$ cat config.mk
export PLATFORM = sky130hd
export DESIGN_NAME = lut10_rr_scheduler_flat
export DESIGN_NICKNAME = d
export VERILOG_FILES = /design/src/rtl/lut10_rr_scheduler_if.sv /design/src/rtl/lut10_rr_scheduler.sv /design/src/flat_wrapper.sv
export SDC_FILE = /design/constraint.sdc
export NUM_CORES = 1
export LEC_CHECK = 0
export CAP_MARGIN = 20
export CORE_ASPECT_RATIO = 2
export CORE_MARGIN = 2
export CORE_UTILIZATION = 45
export CTS_BUF_LIST = sky130_fd_sc_hd__clkbuf_8
export CTS_CLUSTER_SIZE = 30
export DETAILED_ROUTE_END_ITERATION = 10
export PLACE_DENSITY = 0.83
export SETUP_SLACK_MARGIN = 0.4
export SYNTH_ARGS = -nofsm -noshare
export SYNTH_HDL_FRONTEND = slang
export SYNTH_SLANG_ARGS = --single-unit
export TNS_END_PERCENT = 30
$ cat constraint.sdc
create_clock -name clk -period 3.5 [get_ports clk]
set_clock_uncertainty 0.15 [all_clocks]
set_input_delay 0.7 -clock clk [delete_from_list [all_inputs] [get_ports clk]]
set_output_delay 0.7 -clock clk [all_outputs]
set_load 0.03 [all_outputs]
$ cat src/rtl/lut10_rr_scheduler_if.sv
// Requester/response bundle for the shared divide-by-10 lookup.
// The master side is the requester/consumer pair; the slave side is the scheduler.
interface lut10_rr_scheduler_if #(
    parameter int NUM_REQ = 4,
    parameter int ID_W    = 2
);
    logic [NUM_REQ-1:0]   req_valid;
    logic [NUM_REQ*8-1:0] req_data;
    logic [NUM_REQ-1:0]   req_ready;
    logic                 resp_valid;
    logic [7:0]           resp_data;
    logic [ID_W-1:0]      resp_id;
    logic                 resp_ready;

    modport master (
        output req_valid,
        output req_data,
        output resp_ready,
        input  req_ready,
        input  resp_valid,
        input  resp_data,
        input  resp_id
    );

    modport slave (
        input  req_valid,
        input  req_data,
        input  resp_ready,
        output req_ready,
        output resp_valid,
        output resp_data,
        output resp_id
    );
endinterface

$ cat src/rtl/lut10_rr_scheduler.sv
// Round-robin scheduler sharing one registered floor(x/10) lookup among NUM_REQ
// requesters. Grant and lookup happen in the same cycle; the quotient lands in a
// one-entry output register that can be drained and refilled on the same edge.
module lut10_rr_scheduler #(
    parameter int NUM_REQ = 4,
    parameter int ID_W    = 2
) (
    input  logic                  clk,
    input  logic                  rst,
    lut10_rr_scheduler_if.slave   bus
);

    localparam int DATA_W = 8;
    localparam int CW     = ID_W + 1;

    localparam logic [CW-1:0]   NREQ_C   = CW'(NUM_REQ);
    localparam logic [ID_W-1:0] LAST_IDX = ID_W'(NUM_REQ - 1);

    localparam logic [0:0] ST_EMPTY = 1'b0;
    localparam logic [0:0] ST_FULL  = 1'b1;

    // floor(x/10) as a threshold table: the quotient is the number of multiples
    // of ten that do not exceed x, so 0..9 -> 0 and 250..255 -> 25.
    function automatic logic [DATA_W-1:0] div10_lut(input logic [DATA_W-1:0] x);
        logic [4:0] q;
        q = '0;
        for (int k = 1; k <= 25; k++) begin
            if (x >= DATA_W'(10 * k)) begin
                q = 5'(k);
            end
        end
        return {3'b000, q};
    endfunction

    logic [0:0]        r_state_p1;
    logic [DATA_W-1:0] r_data_p1;
    logic [ID_W-1:0]   r_id_p1;
    logic [ID_W-1:0]   r_ptr;

    logic              w_vld_p1;
    logic              w_can_accept_p0;
    logic              w_found_p0;
    logic [ID_W-1:0]   w_idx_p0;
    logic [CW-1:0]     w_cand_p0;
    logic              w_accept_p0;
    logic [NUM_REQ-1:0] w_req_ready_p0;
    logic [DATA_W-1:0] w_sel_data_p0;
    logic [ID_W-1:0]   w_ptr_nxt_p0;

    assign w_vld_p1        = (r_state_p1 == ST_FULL);
    assign w_can_accept_p0 = ~w_vld_p1 | bus.resp_ready;

    // Stage p0: rotating priority search starting at r_ptr, wrapping mod NUM_REQ
    always_comb begin
        w_found_p0 = 1'b0;
        w_idx_p0   = '0;
        w_cand_p0  = '0;
        for (int k = 0; k < NUM_REQ; k++) begin
            w_cand_p0 = {1'b0, r_ptr} + CW'(k);
            if (w_cand_p0 >= NREQ_C) begin
                w_cand_p0 = w_cand_p0 - NREQ_C;
            end
            if (!w_found_p0 && bus.req_valid[w_cand_p0[ID_W-1:0]]) begin
                w_found_p0 = 1'b1;
                w_idx_p0   = w_cand_p0[ID_W-1:0];
            end
        end
    end

    // Requests seen while rst is high are never granted.
    assign w_accept_p0   = w_found_p0 & w_can_accept_p0 & ~rst;
    assign w_sel_data_p0 = bus.req_data[int'(w_idx_p0)*DATA_W +: DATA_W];
    assign w_ptr_nxt_p0  = (w_idx_p0 == LAST_IDX) ? '0 : w_idx_p0 + 1'b1;

    // One-hot accept strobe for the granted requester, all zero otherwise
    always_comb begin
        w_req_ready_p0 = '0;
        if (w_accept_p0) begin
            w_req_ready_p0[w_idx_p0] = 1'b1;
        end
    end

    // Stage p1: output slot; a drain and a new accept on the same edge overwrite in place
    always_ff @(posedge clk) begin
        if (rst) begin
            r_state_p1 <= ST_EMPTY;
            r_data_p1  <= '0;
            r_id_p1    <= '0;
            r_ptr      <= '0;
        end else if (w_accept_p0) begin
            r_state_p1 <= ST_FULL;
            r_data_p1  <= div10_lut(w_sel_data_p0);
            r_id_p1    <= w_idx_p0;
            r_ptr      <= w_ptr_nxt_p0;
        end else if (w_vld_p1 && bus.resp_ready) begin
            r_state_p1 <= ST_EMPTY;
        end
    end

    assign bus.req_ready  = w_req_ready_p0;
    assign bus.resp_valid = w_vld_p1;
    assign bus.resp_data  = r_data_p1;
    assign bus.resp_id    = r_id_p1;

endmodule

$ cat src/flat_wrapper.sv
// flat-port wrapper written by rule: the top's interface ports become plain ports
module lut10_rr_scheduler_flat 
#(
    parameter int NUM_REQ = 4,
    parameter int ID_W    = 2
)
  (clk, rst, bus_req_valid, bus_req_data, bus_resp_ready, bus_req_ready, bus_resp_valid, bus_resp_data, bus_resp_id);
  lut10_rr_scheduler_if #(.NUM_REQ(NUM_REQ), .ID_W(ID_W)) bus_i ();
  input  logic clk;
  input  logic rst;
  input wire logic [$bits(bus_i.req_valid)-1:0] bus_req_valid;
  input wire logic [$bits(bus_i.req_data)-1:0] bus_req_data;
  input wire logic [$bits(bus_i.resp_ready)-1:0] bus_resp_ready;
  output wire logic [$bits(bus_i.req_ready)-1:0] bus_req_ready;
  output wire logic [$bits(bus_i.resp_valid)-1:0] bus_resp_valid;
  output wire logic [$bits(bus_i.resp_data)-1:0] bus_resp_data;
  output wire logic [$bits(bus_i.resp_id)-1:0] bus_resp_id;
  assign bus_i.req_valid = bus_req_valid;
  assign bus_i.req_data = bus_req_data;
  assign bus_i.resp_ready = bus_resp_ready;
  assign bus_req_ready = bus_i.req_ready;
  assign bus_resp_valid = bus_i.resp_valid;
  assign bus_resp_data = bus_i.resp_data;
  assign bus_resp_id = bus_i.resp_id;
  lut10_rr_scheduler #(.NUM_REQ(NUM_REQ), .ID_W(ID_W)) u_core (.clk(clk), .rst(rst), .bus(bus_i));
endmodule
==> metrics.md <==
| Metric | Value |
|---|---|
| Worst-Skew Late Latency | `230 ps` |
| Drt pass-1 iters | `4` |
| DRC violation total after the first TritonRoute iteration | `53` |
| DIE WIDTH | `42.6 um` |
| DRC violations left | `0` |
| Mapped Cells | `175` |
| Worst-path maximum fanout | `7` |
| Hold-fix buffers, CTS | `0` |
| Pin count of the biggest net entering global routing | `16` |
| Leakage Power | `0.976 nW` |
| Die ar. | `0.00346 mm2` |
| ANT cells | `0` |
| Clock sink total | `10` |
| Seq cells post-synth | `10` |
| Slew headroom | `0.648` |
| Gr usage total | `0.305` |
| EDFF count, synth | `0` |
| RR Startpoint | `u_core.r_ptr[1]` |
| CTS tree | `yes` |
| Final ANT Viol Nets | `0` |
| Pre-CTS WS | `-256 ps` |
| Final min period | `3140 ps` |
| Flop2flop setup slack | `360 ps` |
| Total of max-cap violations | `0` |
| CP max stage cell | `a211o_4` |
| Max Clock Freq | `0.319 GHz` |
| Placed cell areas | `0.00214 mm2` |
| IO Port Bufs | `46` |
| Fin nets | `318` |
| Layout fillers | `171` |
| Avg WL per Cell | `18.4 um` |
| Share of cells above drive strength 1 | `0.392` |
| Final worst slack | `361 ps` |
| First-pass GRT wire length | `8200 um` |
| Sequential share of the synthesized area | `0.149` |
| Synthesized area | `0.00134 mm2` |
| Num rows | `28` |
| Initial antenna violation count | `0` |
| Yosys warns | `0` |
| Synth unique cells | `57` |
| Crit path DAT | `3090 ps` |
| Initial Utilization | `0.461` |
| R2R depth | `12` |
| Setup crit end kind | `flip-flop` |
| Hold path startpoint | `u_core.bus.resp_id[1]` |
| Via count | `1867` |
| Hold Crit Class | `reg2reg` |
| Tightest Pin Transition | `524 ps` |
| Post-DP HPWL | `3780 um` |
| Hold Path End | `u_core.bus.resp_id[1]` |
| Reg clk slew, reported paths | `40 ps` |
| Crit Path Category | `in2reg` |
| Vias in the first global route | `1873` |
| CP max stage delay | `410 ps` |
| Slew Viols, Final | `0` |
| GRT Residual Overflow | `0` |
| Syn_area_per_cell | `7.66 um2` |
| I/O pin count | `54` |
| Core Footprint | `0.00291 mm2` |
| Final hold vios | `0` |
| Die Ht | `81.2 um` |
| CP Data Required Time | `3450 ps` |
| Critical-path cell list | `clkbuf_2 > nand2_2 > a211o_4 > nand2_4 > inv_6 > buf_4 > mux2i_1 > mux2_2 > buf_4 > nor4_1 > nor3_1 > a211oi_1 > nor3_1` |
| Root Driver | `clkbuf_8` |
| Startpoint types | `primary input` |
| Ys flop type | `dfxtp_1` |
| P per Cell Area | `594 mW/mm2` |
| Crit Reg-Reg Endpoint | `u_core.bus.resp_data[2]` |
| Clk buf depth | `2` |
| WHS Path Cells | `2` |
| Setup TNS | `0 ps` |
| Vias/cell | `6.16` |
| # H-tree levels | `1` |
| Asr flop ratio synth | `0` |
| RSZ-0062 raised after global routing | `no` |
| GPL Wtd Cong | `0.907` |
| Syn-to-layout area delta | `77.6%` |
| Number of buffers created by CTS | `3` |
| Period Utilization, post-route | `0.897` |
| Finished Cell Area | `0.00238 mm2` |
| Final setup violation count | `0` |
| Status | `completed` |
| WL final | `5570 um` |
| VDD IR-drop max | `0.355 mV` |
cells in the final DEF (no fill, tap or decap), drive strengths merged, types with 2 or more instances in the layout:
| master | n |
|---|---|
| buf | 62 |
| clkdlybuf4s50 | 38 |
| nand2 | 15 |
| nor2 | 15 |
| o21ai | 12 |
| nand3 | 10 |
| dfxtp | 10 |
| a211oi | 10 |
| mux2i | 8 |
| clkbuf | 7 |
| nor3 | 6 |
| nand3b | 6 |
| nor2b | 6 |
| and2 | 5 |
| a21boi | 4 |
| o211ai | 4 |
| ha | 4 |
| nor4 | 4 |
| mux2 | 4 |
| nand4 | 3 |
| conb | 3 |
| or2 | 3 |
| clkdlybuf4s15 | 3 |
| a2111oi | 2 |
| maj3 | 2 |
| a31oi | 2 |
| or3 | 2 |
| a221oi | 2 |
| a21oi | 2 |
| o221ai | 2 |
| inv | 2 |
| a211o | 2 |
where the power goes:
part,switching (W),internal [W]
Combinational,0.000573,0.000555
Clock,0.0000375,0.0000746
Sequential,0.0000286,0.000144
cells by family after synthesis:
group / Yosys count / synth area share
other: 1 / 0.00280
adders and majority gates: 6 / 0.0523
DFF: 10 / 0.149
AOI/OAI and AO/OA: 52 / 0.312
and+or+nand+nor: 78 / 0.313
muxes: 11 / 0.0878
buffers and inverters: 17 / 0.0831
synth_stat cells, types with 2 or more instances:
cell	n	area share
a2111oi_0	2	0.013
a211oi_1	7	0.039
a211oi_2	3	0.028
a21boi_0	4	0.022
a21oi_1	2	0.0075
a221oi_1	2	0.013
a31oi_1	2	0.0093
and2_1	5	0.023
buf_2	5	0.019
buf_4	4	0.022
clkbuf_1	4	0.011
dfxtp_1	10	0.15
ha_1	4	0.037
maj3_1	2	0.015
mux2_2	2	0.017
mux2i_1	8	0.060
nand2_1	14	0.039
nand3_1	10	0.037
nand3b_1	6	0.034
nand4_1	3	0.014
nor2_1	14	0.039
nor2b_1	4	0.019
nor2b_2	2	0.013
nor3_1	6	0.022
nor4_1	4	0.019
o211ai_1	4	0.022
o21ai_0	9	0.034
o21ai_1	2	0.0075
or2_1	2	0.0093
or3_1	2	0.0093
area by class of cell:
type / instances / area (um2) / area share
inverters: 2 / 12.5 / 0.00526
clock buffers: 3 / 41.3 / 0.0174
flip-flops and latches: 10 / 200 / 0.0841
repair buffers: 107 / 911 / 0.383
multi-input cells: 151 / 1180 / 0.495
well taps: 30 / 37.5 / 0.0158
stage by stage:
stage | util | instances | power (W) | hold slack (ps)
2_1_floorplan | - | 177 | 0.000717 | 361
6_report | 0.818 | 303 | 0.00141 | 347
3_3_place_gp | 0.738 | 290 | 0.00112 | 321
5_1_grt | 0.818 | 303 | 0.00150 | 379
4_1_cts | 0.799 | 300 | 0.00133 | 347
3_5_place_dp | 0.738 | 290 | 0.00114 | 334
critical path, delay by kind of cell:
family	cells	cell delay, ps
AND/OR/NAND/NOR	5	760
AO/OA/AOI/OAI	2	710
buffers and inverters	4	460
multiplexers	2	440
state kept, by name, indices dropped and copies added (netlist names):
name                   flops
u_core.bus.resp_data       5
u_core.bus.resp_id         2
u_core.r_ptr               2
u_core.bus.resp_valid      1
worst max path at each step:
stage                          start                      end  slack [ps]  cells past startpoint
detailed placement  bus_req_valid[0]  u_core.bus.resp_data[0]        -260                     13
global placement    bus_req_valid[0]  u_core.bus.resp_data[0]        -210                     13
CTS                 bus_req_valid[0]  u_core.bus.resp_data[1]         390                     13
global route         u_core.r_ptr[1]  u_core.bus.resp_data[2]         220                     12
finish              bus_req_valid[0]  u_core.bus.resp_data[2]         360                     13
floorplan           bus_req_valid[2]  u_core.bus.resp_data[1]         480                     11
repair_timing:
action	CTS	global route
endpoints found under the setup margin	8	7
gates resized for setup	33	17
setup buffers	6	3
endpoints found under the hold margin	0	0
gates cloned	1	0
pin swaps	6	5
layer usage:
layer,track usage,up-vias,wire length [um]
li1,-,857,-
met1,0.289,901,2040
met2,0.611,81,3100
met3,0.0222,28,151
met4,0.178,0,284
met5,0,-,0
(Power assumes the default switching activity.)
